File: config.mk
export PLATFORM = sky130hd
export DESIGN_NAME = alu_arb
export DESIGN_NICKNAME = d
export VERILOG_FILES = /design/src/rtl/alu_arb_pkg.sv /design/src/rtl/alu_arb_pick.sv /design/src/rtl/alu_arb.sv
export SDC_FILE = /design/constraint.sdc
export NUM_CORES = 1
export LEC_CHECK = 0
export CAP_MARGIN = 10
export CORE_MARGIN = 1
export CORE_UTILIZATION = 30
export CTS_BUF_LIST = sky130_fd_sc_hd__clkbuf_8
export DETAILED_ROUTE_END_ITERATION = 7
export GPL_TIMING_DRIVEN = 0
export SETUP_SLACK_MARGIN = 0.05
export SKIP_CTS_REPAIR_TIMING = 1
export SLEW_MARGIN = 5
export SYNTH_ARGS = -nofsm -noshare
export SYNTH_HDL_FRONTEND = slang
export SYNTH_HIERARCHICAL = 1
export SYNTH_SLANG_ARGS = --single-unit
File: constraint.sdc
create_clock -name clk -period 3 [get_ports clk]
set_clock_uncertainty 0.05 [all_clocks]
set_input_delay 0.6 -clock clk [delete_from_list [all_inputs] [get_ports clk]]
set_output_delay 0.6 -clock clk [all_outputs]
set_load 0.05 [all_outputs]
File: src/rtl/alu_arb_pkg.sv
// Shared definitions for the two-requester ALU arbiter.
// Optional feature: define ALU_ARB_ROUNDROBIN_EN for round-robin tie breaking.
package alu_arb_pkg;

    localparam int unsigned SEL_W = 2;

    localparam logic [SEL_W-1:0] OP_AND = 2'b00;
    localparam logic [SEL_W-1:0] OP_OR  = 2'b01;
    localparam logic [SEL_W-1:0] OP_XOR = 2'b10;
    localparam logic [SEL_W-1:0] OP_ADD = 2'b11;

    typedef enum logic [1:0] {
        IDLE = 2'd0,
        EXEC = 2'd1,
        RESP = 2'd2
    } state_t;

endpackage

File: src/rtl/alu_arb_pick.sv
// Grant selection between two requesters.
// With ALU_ARB_ROUNDROBIN_EN a tie goes to the requester not granted last;
// without it a tie always goes to req0 and no pointer input exists.
module alu_arb_pick (
    input  logic valid0,
    input  logic valid1,
`ifdef ALU_ARB_ROUNDROBIN_EN
    input  logic last,
`endif
    output logic gnt0,
    output logic gnt1
);

    // One-hot grant from the current valids
    always_comb begin
        gnt0 = 1'b0;
        gnt1 = 1'b0;
        if (valid0 && valid1) begin
`ifdef ALU_ARB_ROUNDROBIN_EN
            // last == 1 means req1 won the previous transfer
            gnt0 = last;
            gnt1 = !last;
`else
            gnt0 = 1'b1;
`endif
        end else begin
            gnt0 = valid0;
            gnt1 = valid1;
        end
    end

endmodule

File: src/rtl/alu_arb.sv
// Arbitrates two requesters onto one external combinational ALU.
// One operation in flight: IDLE (accept) -> EXEC (drive ALU) -> RESP (hold result).
// An accept at edge T gives the consumer its first chance to take the
// response at edge T+2. Optional feature macro: ALU_ARB_ROUNDROBIN_EN.
module alu_arb
    import alu_arb_pkg::*;
#(
    parameter int unsigned WIDTH = 4
) (
    input  logic             clk,
    input  logic             rst,
    input  logic             req0_valid,
    output logic             req0_ready,
    input  logic [WIDTH-1:0] req0_a,
    input  logic [WIDTH-1:0] req0_b,
    input  logic [SEL_W-1:0] req0_sel,
    input  logic             req1_valid,
    output logic             req1_ready,
    input  logic [WIDTH-1:0] req1_a,
    input  logic [WIDTH-1:0] req1_b,
    input  logic [SEL_W-1:0] req1_sel,
    output logic             rsp0_valid,
    input  logic             rsp0_ready,
    output logic [WIDTH-1:0] rsp0_out,
    output logic             rsp0_carry,
    output logic             rsp1_valid,
    input  logic             rsp1_ready,
    output logic [WIDTH-1:0] rsp1_out,
    output logic             rsp1_carry,
    output logic [WIDTH-1:0] alu_a,
    output logic [WIDTH-1:0] alu_b,
    output logic [SEL_W-1:0] alu_sel,
    input  logic [WIDTH-1:0] alu_out,
    input  logic             alu_carry_out,
    output logic             busy
);

    state_t             state;
    state_t             state_nx;
    logic               gnt0;
    logic               gnt1;
    logic               take;
    logic [WIDTH-1:0]   op_a;
    logic [WIDTH-1:0]   op_b;
    logic [SEL_W-1:0]   op_sel;
    logic               owner;
    logic [WIDTH-1:0]   res;
    logic               res_carry;

`ifdef ALU_ARB_ROUNDROBIN_EN
    logic               last;

    // Remember which requester won the most recent transfer
    always_ff @(posedge clk or posedge rst) begin
        if (rst) begin
            last <= 1'b1;
        end else if (take) begin
            last <= gnt1;
        end
    end
`endif

    alu_arb_pick u_pick (
        .valid0 (req0_valid),
        .valid1 (req1_valid),
`ifdef ALU_ARB_ROUNDROBIN_EN
        .last   (last),
`endif
        .gnt0   (gnt0),
        .gnt1   (gnt1)
    );

    // A grant in IDLE is always a transfer since grants follow valids
    assign take = (state == IDLE) && !rst && (gnt0 || gnt1);

    // State register
    always_ff @(posedge clk or posedge rst) begin
        if (rst) begin
            state <= IDLE;
        end else begin
            state <= state_nx;
        end
    end

    // Next-state logic
    always_comb begin
        state_nx = state;
        case (state)
            IDLE:    if (take) state_nx = EXEC;
            EXEC:    state_nx = RESP;
            RESP:    if (owner ? rsp1_ready : rsp0_ready) state_nx = IDLE;
            default: state_nx = IDLE;
        endcase
    end

    // Output decode; everything idles at zero
    always_comb begin
        req0_ready = 1'b0;
        req1_ready = 1'b0;
        rsp0_valid = 1'b0;
        rsp1_valid = 1'b0;
        rsp0_out   = '0;
        rsp1_out   = '0;
        rsp0_carry = 1'b0;
        rsp1_carry = 1'b0;
        alu_a      = '0;
        alu_b      = '0;
        alu_sel    = '0;
        busy       = 1'b0;
        case (state)
            IDLE: begin
                req0_ready = gnt0 && !rst;
                req1_ready = gnt1 && !rst;
            end
            EXEC: begin
                busy    = 1'b1;
                alu_a   = op_a;
                alu_b   = op_b;
                alu_sel = op_sel;
            end
            RESP: begin
                busy = 1'b1;
                if (owner) begin
                    rsp1_valid = 1'b1;
                    rsp1_out   = res;
                    rsp1_carry = res_carry;
                end else begin
                    rsp0_valid = 1'b1;
                    rsp0_out   = res;
                    rsp0_carry = res_carry;
                end
            end
            default: ;
        endcase
    end

    // Operand capture on transfer, result capture at the end of EXEC
    always_ff @(posedge clk or posedge rst) begin
        if (rst) begin
            op_a      <= '0;
            op_b      <= '0;
            op_sel    <= '0;
            owner     <= 1'b0;
            res       <= '0;
            res_carry <= 1'b0;
        end else begin
            if (take) begin
                op_a   <= gnt1 ? req1_a   : req0_a;
                op_b   <= gnt1 ? req1_b   : req0_b;
                op_sel <= gnt1 ? req1_sel : req0_sel;
                owner  <= gnt1;
            end
            if (state == EXEC) begin
                res       <= alu_out;
                res_carry <= alu_carry_out;
            end
        end
    end

endmodule

==> results.tsv, run 1 <==
metric	value	unit
end_kind	primary output	
grt_overflow	0	
grt_pass1_vias	927	
gr-usage-all-layers	0.146	
synthesis.nets	136	
vias	888	
worst_ep_required_time	2350	ps
crit_family	buffers and inverters	
drt-total-wl	2370	um
cpMostUsedCell	clkdlybuf4s50_1	
globalplace.congestion	0.680	
coreArea	3130	um^2
antenna_found_initial	0	
crit_start	rst	
wire_per_inst	11.7	um
first_pass_iters	4	
crit_chain	clkdlybuf4s50_1 > and2b_1 > nand2_1 > inv_1 > clkdlybuf4s50_1	
cts_max_path_buffers	2	
max_clock_freq	0.353	GHz
worst_slack	171	ps
period_minus_slack	2830	ps
grt_start_max_net_pins	19	
drc	0	
hold_depth	2	
rsz0062_at_grt	false	
area_growth_syn_to_layout	67.0	%
drtAntennaViolNets	0	
grt_pass1_wl	3880	um
die_area	3620	um^2
path_clk_slew	60	ps
stdcell_area	1690	um^2
n_fill_cell	305	
synth_seq_cells	18	
final_common_cell	clkdlybuf4s50_1	
diodes	0	
arrival	2180	ps
drv_cap	0	
cts-root-buf	clkbuf_8	
hold_viol	0	
path_max_fanout	3	
multi_input_area	524	um^2
die_w	60.2	um
final_layout_size_suffix_gt1_frac	0.0881	
reg2reg_setup_slack	1280	ps
slowest_stage	clkdlybuf4s50_1	
power_density	781	nW/um^2
synth_cells	101	
final-setup-viol-count	0	
cts_tree	yes	
start_util	0.324	
ys_warn_count	6	
path_depth	5	
p_leak	0.992	nW
pin_count	56	
startpoint_type	input pin	
synth_area	1010	um^2
die_h	60.2	um
placed_cell_area	1620	um^2
yosysSeqAreaShare	0.444	
slew_viol_final	0	
syn_area_per_cell	10.0	um^2
tightest_slew	707	ps
clkSinkCount	18	
numCtsBuffers	3	
vias_per_cell	4.37	
r2r_start	state[0]	
portBuffers	55	
dp_hpwl	1860	um
worstHoldPathType	flip-flop to flip-flop	
run_status	complete, no violations	
path_class	input pin to primary output	
pre_cts_slack	74.0	ps
endpoint	req0_ready	
clk_latency	250	ps
ir_drop	0.306	mV
r2r-end	op_a[3]	
cp.buffers_inverters	3	
final_cell_mix	39 x clkdlybuf4s50_1, 18 x dfrtp_1, 17 x and2_1	
r2r_cells	6	
htree_levels	1	
synth.distinct_cells	19	
seqCellArea	450	um^2
relSlewSlack	0.528	
rows	20	
drt_iter0_drc	22	
max_stage_delay	790	ps
nNetsFinal	196	
finalCritPeriodShare	0.943	
## worst min-delay path by stage
stage	start	end	slack, ps
after floorplan	op_b[0]	op_b[0]	390
after global placement	op_b[0]	op_b[0]	400
after detailed placement	op_sel[1]	op_sel[1]	410
after CTS	op_sel[1]	op_sel[1]	430
after global routing	op_b[2]	op_b[2]	470
final	op_sel[1]	op_sel[1]	420
## synthesized netlist by cell type
library cell / n / area (um^2)
dfrtp_1: 18 / 450
a21o_1: 1 / 7.51
ha_1: 4 / 50.1
and3_1: 5 / 31.3
o21a_1: 1 / 7.51
mux2_1: 1 / 11.3
o21ai_0: 11 / 55.1
clkbuf_1: 4 / 15.0
nand2_1: 11 / 41.3
inv_1: 4 / 15.0
o21ai_2: 1 / 8.76
nor2b_1: 1 / 6.26
and2_4: 1 / 8.76
mux2_2: 5 / 56.3
and2b_1: 2 / 15.0
and2_1: 17 / 106
mux2i_1: 11 / 110
buf_2: 2 / 10.0
a21oi_2: 1 / 8.76
## power by group
part	internal [mW]	switching, mW	total, mW
registers	0.361	0.0684	0.430
logic	0.291	0.437	0.728
clock network	0.0890	0.0760	0.165
## layer usage
layer	GRT usage	wire, um
met4	0.0598	10
met5	0	0
met3	0.0476	226
met1	0.158	974
met2	0.257	1160
## kinds of logic (layout without fill, tap and decap cells)
group / after synthesis / in the layout / share of synthesized area
AO/OA/AOI/OAI: 15 / 15 / 0.0863
adder cells (fa/ha/maj): 4 / 4 / 0.0493
buffers and inverters: 10 / 68 / 0.0394
multiplexers: 17 / 17 / 0.175
flip-flops: 18 / 18 / 0.444
AND/OR/NAND/NOR: 37 / 37 / 0.206
## stage by stage
stage          setup TNS, ps  total power, mW  std cells  hold slack (ps)   util
4_1_cts                -1920             1.35        203              429  0.531
3_3_place_gp               0             1.16        200              404  0.518
2_1_floorplan              0            0.935        101              392      -
3_5_place_dp               0             1.18        200              414  0.518
5_1_grt                    0             1.42        203              465  0.542
6_report                   0             1.32        203              424  0.542
## sequential cells by signal, indices dropped and copies added, names as in the netlist
register   count
res            4
owner          1
op_sel         2
state          2
op_b           4
op_a           4
res_carry      1
## area by class of cell
cell class / count / area share
Timing Repair Buffer: 55 / 0.344
Multi-Input combinational cell: 73 / 0.309
Sequential cell: 18 / 0.266
Tap cell: 44 / 0.0325
Clock buffer: 3 / 0.0244
Buffer: 6 / 0.0148
Inverter: 4 / 0.00886
## worst reg2reg max path, delay by kind of cell (launching register included)
| family | cells | cell delay, ps |
|---|---|---|
| adders and majority gates | 1 | 250 |
| DFF | 1 | 380 |
| buffers and inverters | 2 | 440 |
| and+or+nand+nor | 1 | 200 |
| AOI/OAI and AO/OA | 2 | 270 |
(Power assumes the default switching activity.)
==> run 2, diff against run 1 <==
--- a/config.mk
+++ b/config.mk
@@ -7,14 +7,14 @@
 export LEC_CHECK = 0
 export CAP_MARGIN = 10
 export CORE_MARGIN = 1
-export CORE_UTILIZATION = 30
+export CORE_UTILIZATION = 40
 export CTS_BUF_LIST = sky130_fd_sc_hd__clkbuf_8
 export DETAILED_ROUTE_END_ITERATION = 7
 export GPL_TIMING_DRIVEN = 0
+export PLACE_DENSITY = 0.82
 export SETUP_SLACK_MARGIN = 0.05
 export SKIP_CTS_REPAIR_TIMING = 1
 export SLEW_MARGIN = 5
 export SYNTH_ARGS = -nofsm -noshare
 export SYNTH_HDL_FRONTEND = slang
-export SYNTH_HIERARCHICAL = 1
 export SYNTH_SLANG_ARGS = --single-unit
==> results.tsv, run 2 <==
metric	value	unit
wire_per_inst	12.4	um
synthesis.nets	136	
globalplace.congestion	0.723	
end_kind	primary output	
diodes	0	
grt_pass1_wl	3860	um
path_max_fanout	10	
worst_ep_required_time	2350	ps
p_leak	1.03	nW
cts_tree	yes	
clk_latency	250	ps
synth_commonest_cells	18 x and2_1, 18 x dfrtp_1, 12 x o21ai_0, 11 x mux2i_1, 10 x nand2_1	
cts-root-buf	clkbuf_8	
area_growth_syn_to_layout	66.0	%
htree_levels	1	
portBuffers	55	
max_stage_delay	410	ps
startpoint_type	flip-flop	
clkSinkCount	18	
drc	0	
worstHoldPathType	flip-flop to flip-flop	
max_clock_freq	0.363	GHz
path_class	flip-flop to primary output	
drt-total-wl	2350	um
period_minus_slack	2760	ps
final-setup-viol-count	0	
r2r-end	op_b[3]	
rsz0062_at_grt	false	
final_layout_size_suffix_gt1_frac	0.100	
path_clk_slew	70	ps
ys_warn_count	0	
pin_count	56	
gr-usage-all-layers	0.187	
syn_area_per_cell	10.3	um^2
dp_hpwl	1880	um
synth_area	1040	um^2
vias_per_cell	4.86	
antenna_found_initial	0	
hold_depth	2	
wl_met1	949	um
run_status	complete, no violations	
n_fill_cell	208	
cpMostUsedCell	clkbuf_1	
synth-async-reset-ratio	1.00	
die_h	53.0	um
final_common_cell	clkdlybuf4s50_1	
finalCritPeriodShare	0.919	
r2r_start	state[0]	
reg2reg_setup_slack	1260	ps
numCtsBuffers	3	
postLayoutCoreUtil	0.702	
tightest_slew	691	ps
synth_cells	101	
coreArea	2450	um^2
slew_viol_final	0	
wl_met3	172	um
nNetsFinal	196	
drt_iter0_drc	6	
final_cells	190	
grt_pass1_vias	932	
drv_cap	0	
synth_ff_type	dfrtp_1	
cts_max_path_buffers	2	
synth_seq_cells	18	
die_area	2800	um^2
synth-edff-count	0	
grt_start_max_net_pins	19	
top_regs	op_a (4), op_b (4), res (4)	
endpoint	alu_a[3]	
rows	18	
top_layer	met3	
dp_cells	186	
grt_overflow	0	
arrival	2110	ps
hold_viol	0	
slowest_stage	dlymetal6s2s_1	
final_cell_mix	38 x clkdlybuf4s50_1, 18 x and2_1, 18 x dfrtp_1	
drtAntennaViolNets	0	
crit_chain	inv_1 > ha_1 > clkbuf_1 > clkbuf_1 > and2_1 > dlymetal6s2s_1	
synth.distinct_cells	19	
synth_top_cell_area_share	0.434	
relSlewSlack	0.539	
vias	923	
r2r_cells	6	
start_util	0.423	
die_w	53.0	um
yosysSeqAreaShare	0.434	
power_density	861	nW/um^2
first_pass_iters	3	
crit_start	state[1]	
ir_drop	0.561	mV
ys_top_cells_by_area	dfrtp_1 43%, and2_1 11%, mux2i_1 11%	
synth_area_leader_cell	dfrtp_1	
dr_wl_met2	1230	um
run 2: per-stage QoR:
step | instance area, um^2 | setup slack, ps | hold WS (ps) | power (mW) | TNS (ps)
CTS | 1680 | -168 | 429 | 1.51 | -1780
global placement | 1630 | -98.5 | 404 | 1.28 | -98.5
floorplan | 1040 | 686 | 392 | 1.03 | 0
detailed placement | 1630 | -126 | 413 | 1.31 | -126
finish | 1720 | 244 | 423 | 1.48 | 0
global route | 1720 | 67.4 | 447 | 1.58 | 0
run 2: worst min path at each step:
| stage | from | end | slack (ps) |
|---|---|---|---|
| floorplan | op_a[0] | op_a[0] | 390 |
| global route | op_a[0] | op_a[0] | 450 |
| finish | op_a[0] | op_a[0] | 420 |
| CTS | op_a[0] | op_a[0] | 430 |
| detailed placement | op_a[0] | op_a[0] | 410 |
| global placement | op_sel[1] | op_sel[1] | 400 |
run 2: worst max-delay path, delay by kind of cell (launching register included):
family                   cells  cell delay [ps]
AND/OR/NAND/NOR              1              190
adder cells (fa/ha/maj)      1              150
buffers and inverters        4             1110
flip-flops                   1              400
run 2: logic make-up (layout without fill, tap and decap cells):
| kind of cell | after synthesis | after routing | synth area share |
|---|---|---|---|
| AND/OR/NAND/NOR | 38 | 38 | 0.208 |
| flip-flops | 18 | 18 | 0.434 |
| multiplexers | 17 | 17 | 0.175 |
| AO/OA/AOI/OAI | 15 | 15 | 0.0868 |
| buffers and inverters | 9 | 68 | 0.0482 |
| adder cells (fa/ha/maj) | 4 | 4 | 0.0482 |
run 2: layout make-up:
| class | instances | area, um^2 | share of cell area |
|---|---|---|---|
| repair buffers | 55 | 593 | 0.344 |
| flip-flops and latches | 18 | 450 | 0.261 |
| plain buffers | 6 | 38.8 | 0.0225 |
| clock buffers | 4 | 55.1 | 0.0319 |
| multi-input cells | 74 | 538 | 0.312 |
| well taps | 30 | 37.5 | 0.0218 |
| inverters | 3 | 11.3 | 0.00653 |
run 2: per-layer routing:
metal	GRT usage	vias to the layer above
li1	-	450
met1	0.212	433
met2	0.357	40
met3	0.0460	0
met4	0.0263	0
met5	0	-
run 2: power by group:
group	switching [mW]	internal (mW)
registers	0.0617	0.360
clock network	0.0779	0.116
logic	0.521	0.346
total	0.661	0.823
==> run 3, diff against run 2 <==
--- a/config.mk
+++ b/config.mk
@@ -5,6 +5,7 @@
 export SDC_FILE = /design/constraint.sdc
 export NUM_CORES = 1
 export LEC_CHECK = 0
+export ABC_CLOCK_PERIOD_IN_PS = 3000
 export CAP_MARGIN = 10
 export CORE_MARGIN = 1
 export CORE_UTILIZATION = 40
@@ -18,3 +19,4 @@
 export SYNTH_ARGS = -nofsm -noshare
 export SYNTH_HDL_FRONTEND = slang
 export SYNTH_SLANG_ARGS = --single-unit
+export TNS_END_PERCENT = 5
==> results of run 3 <==
No change in the layout: final DEF, timing and power equal those of run 2.
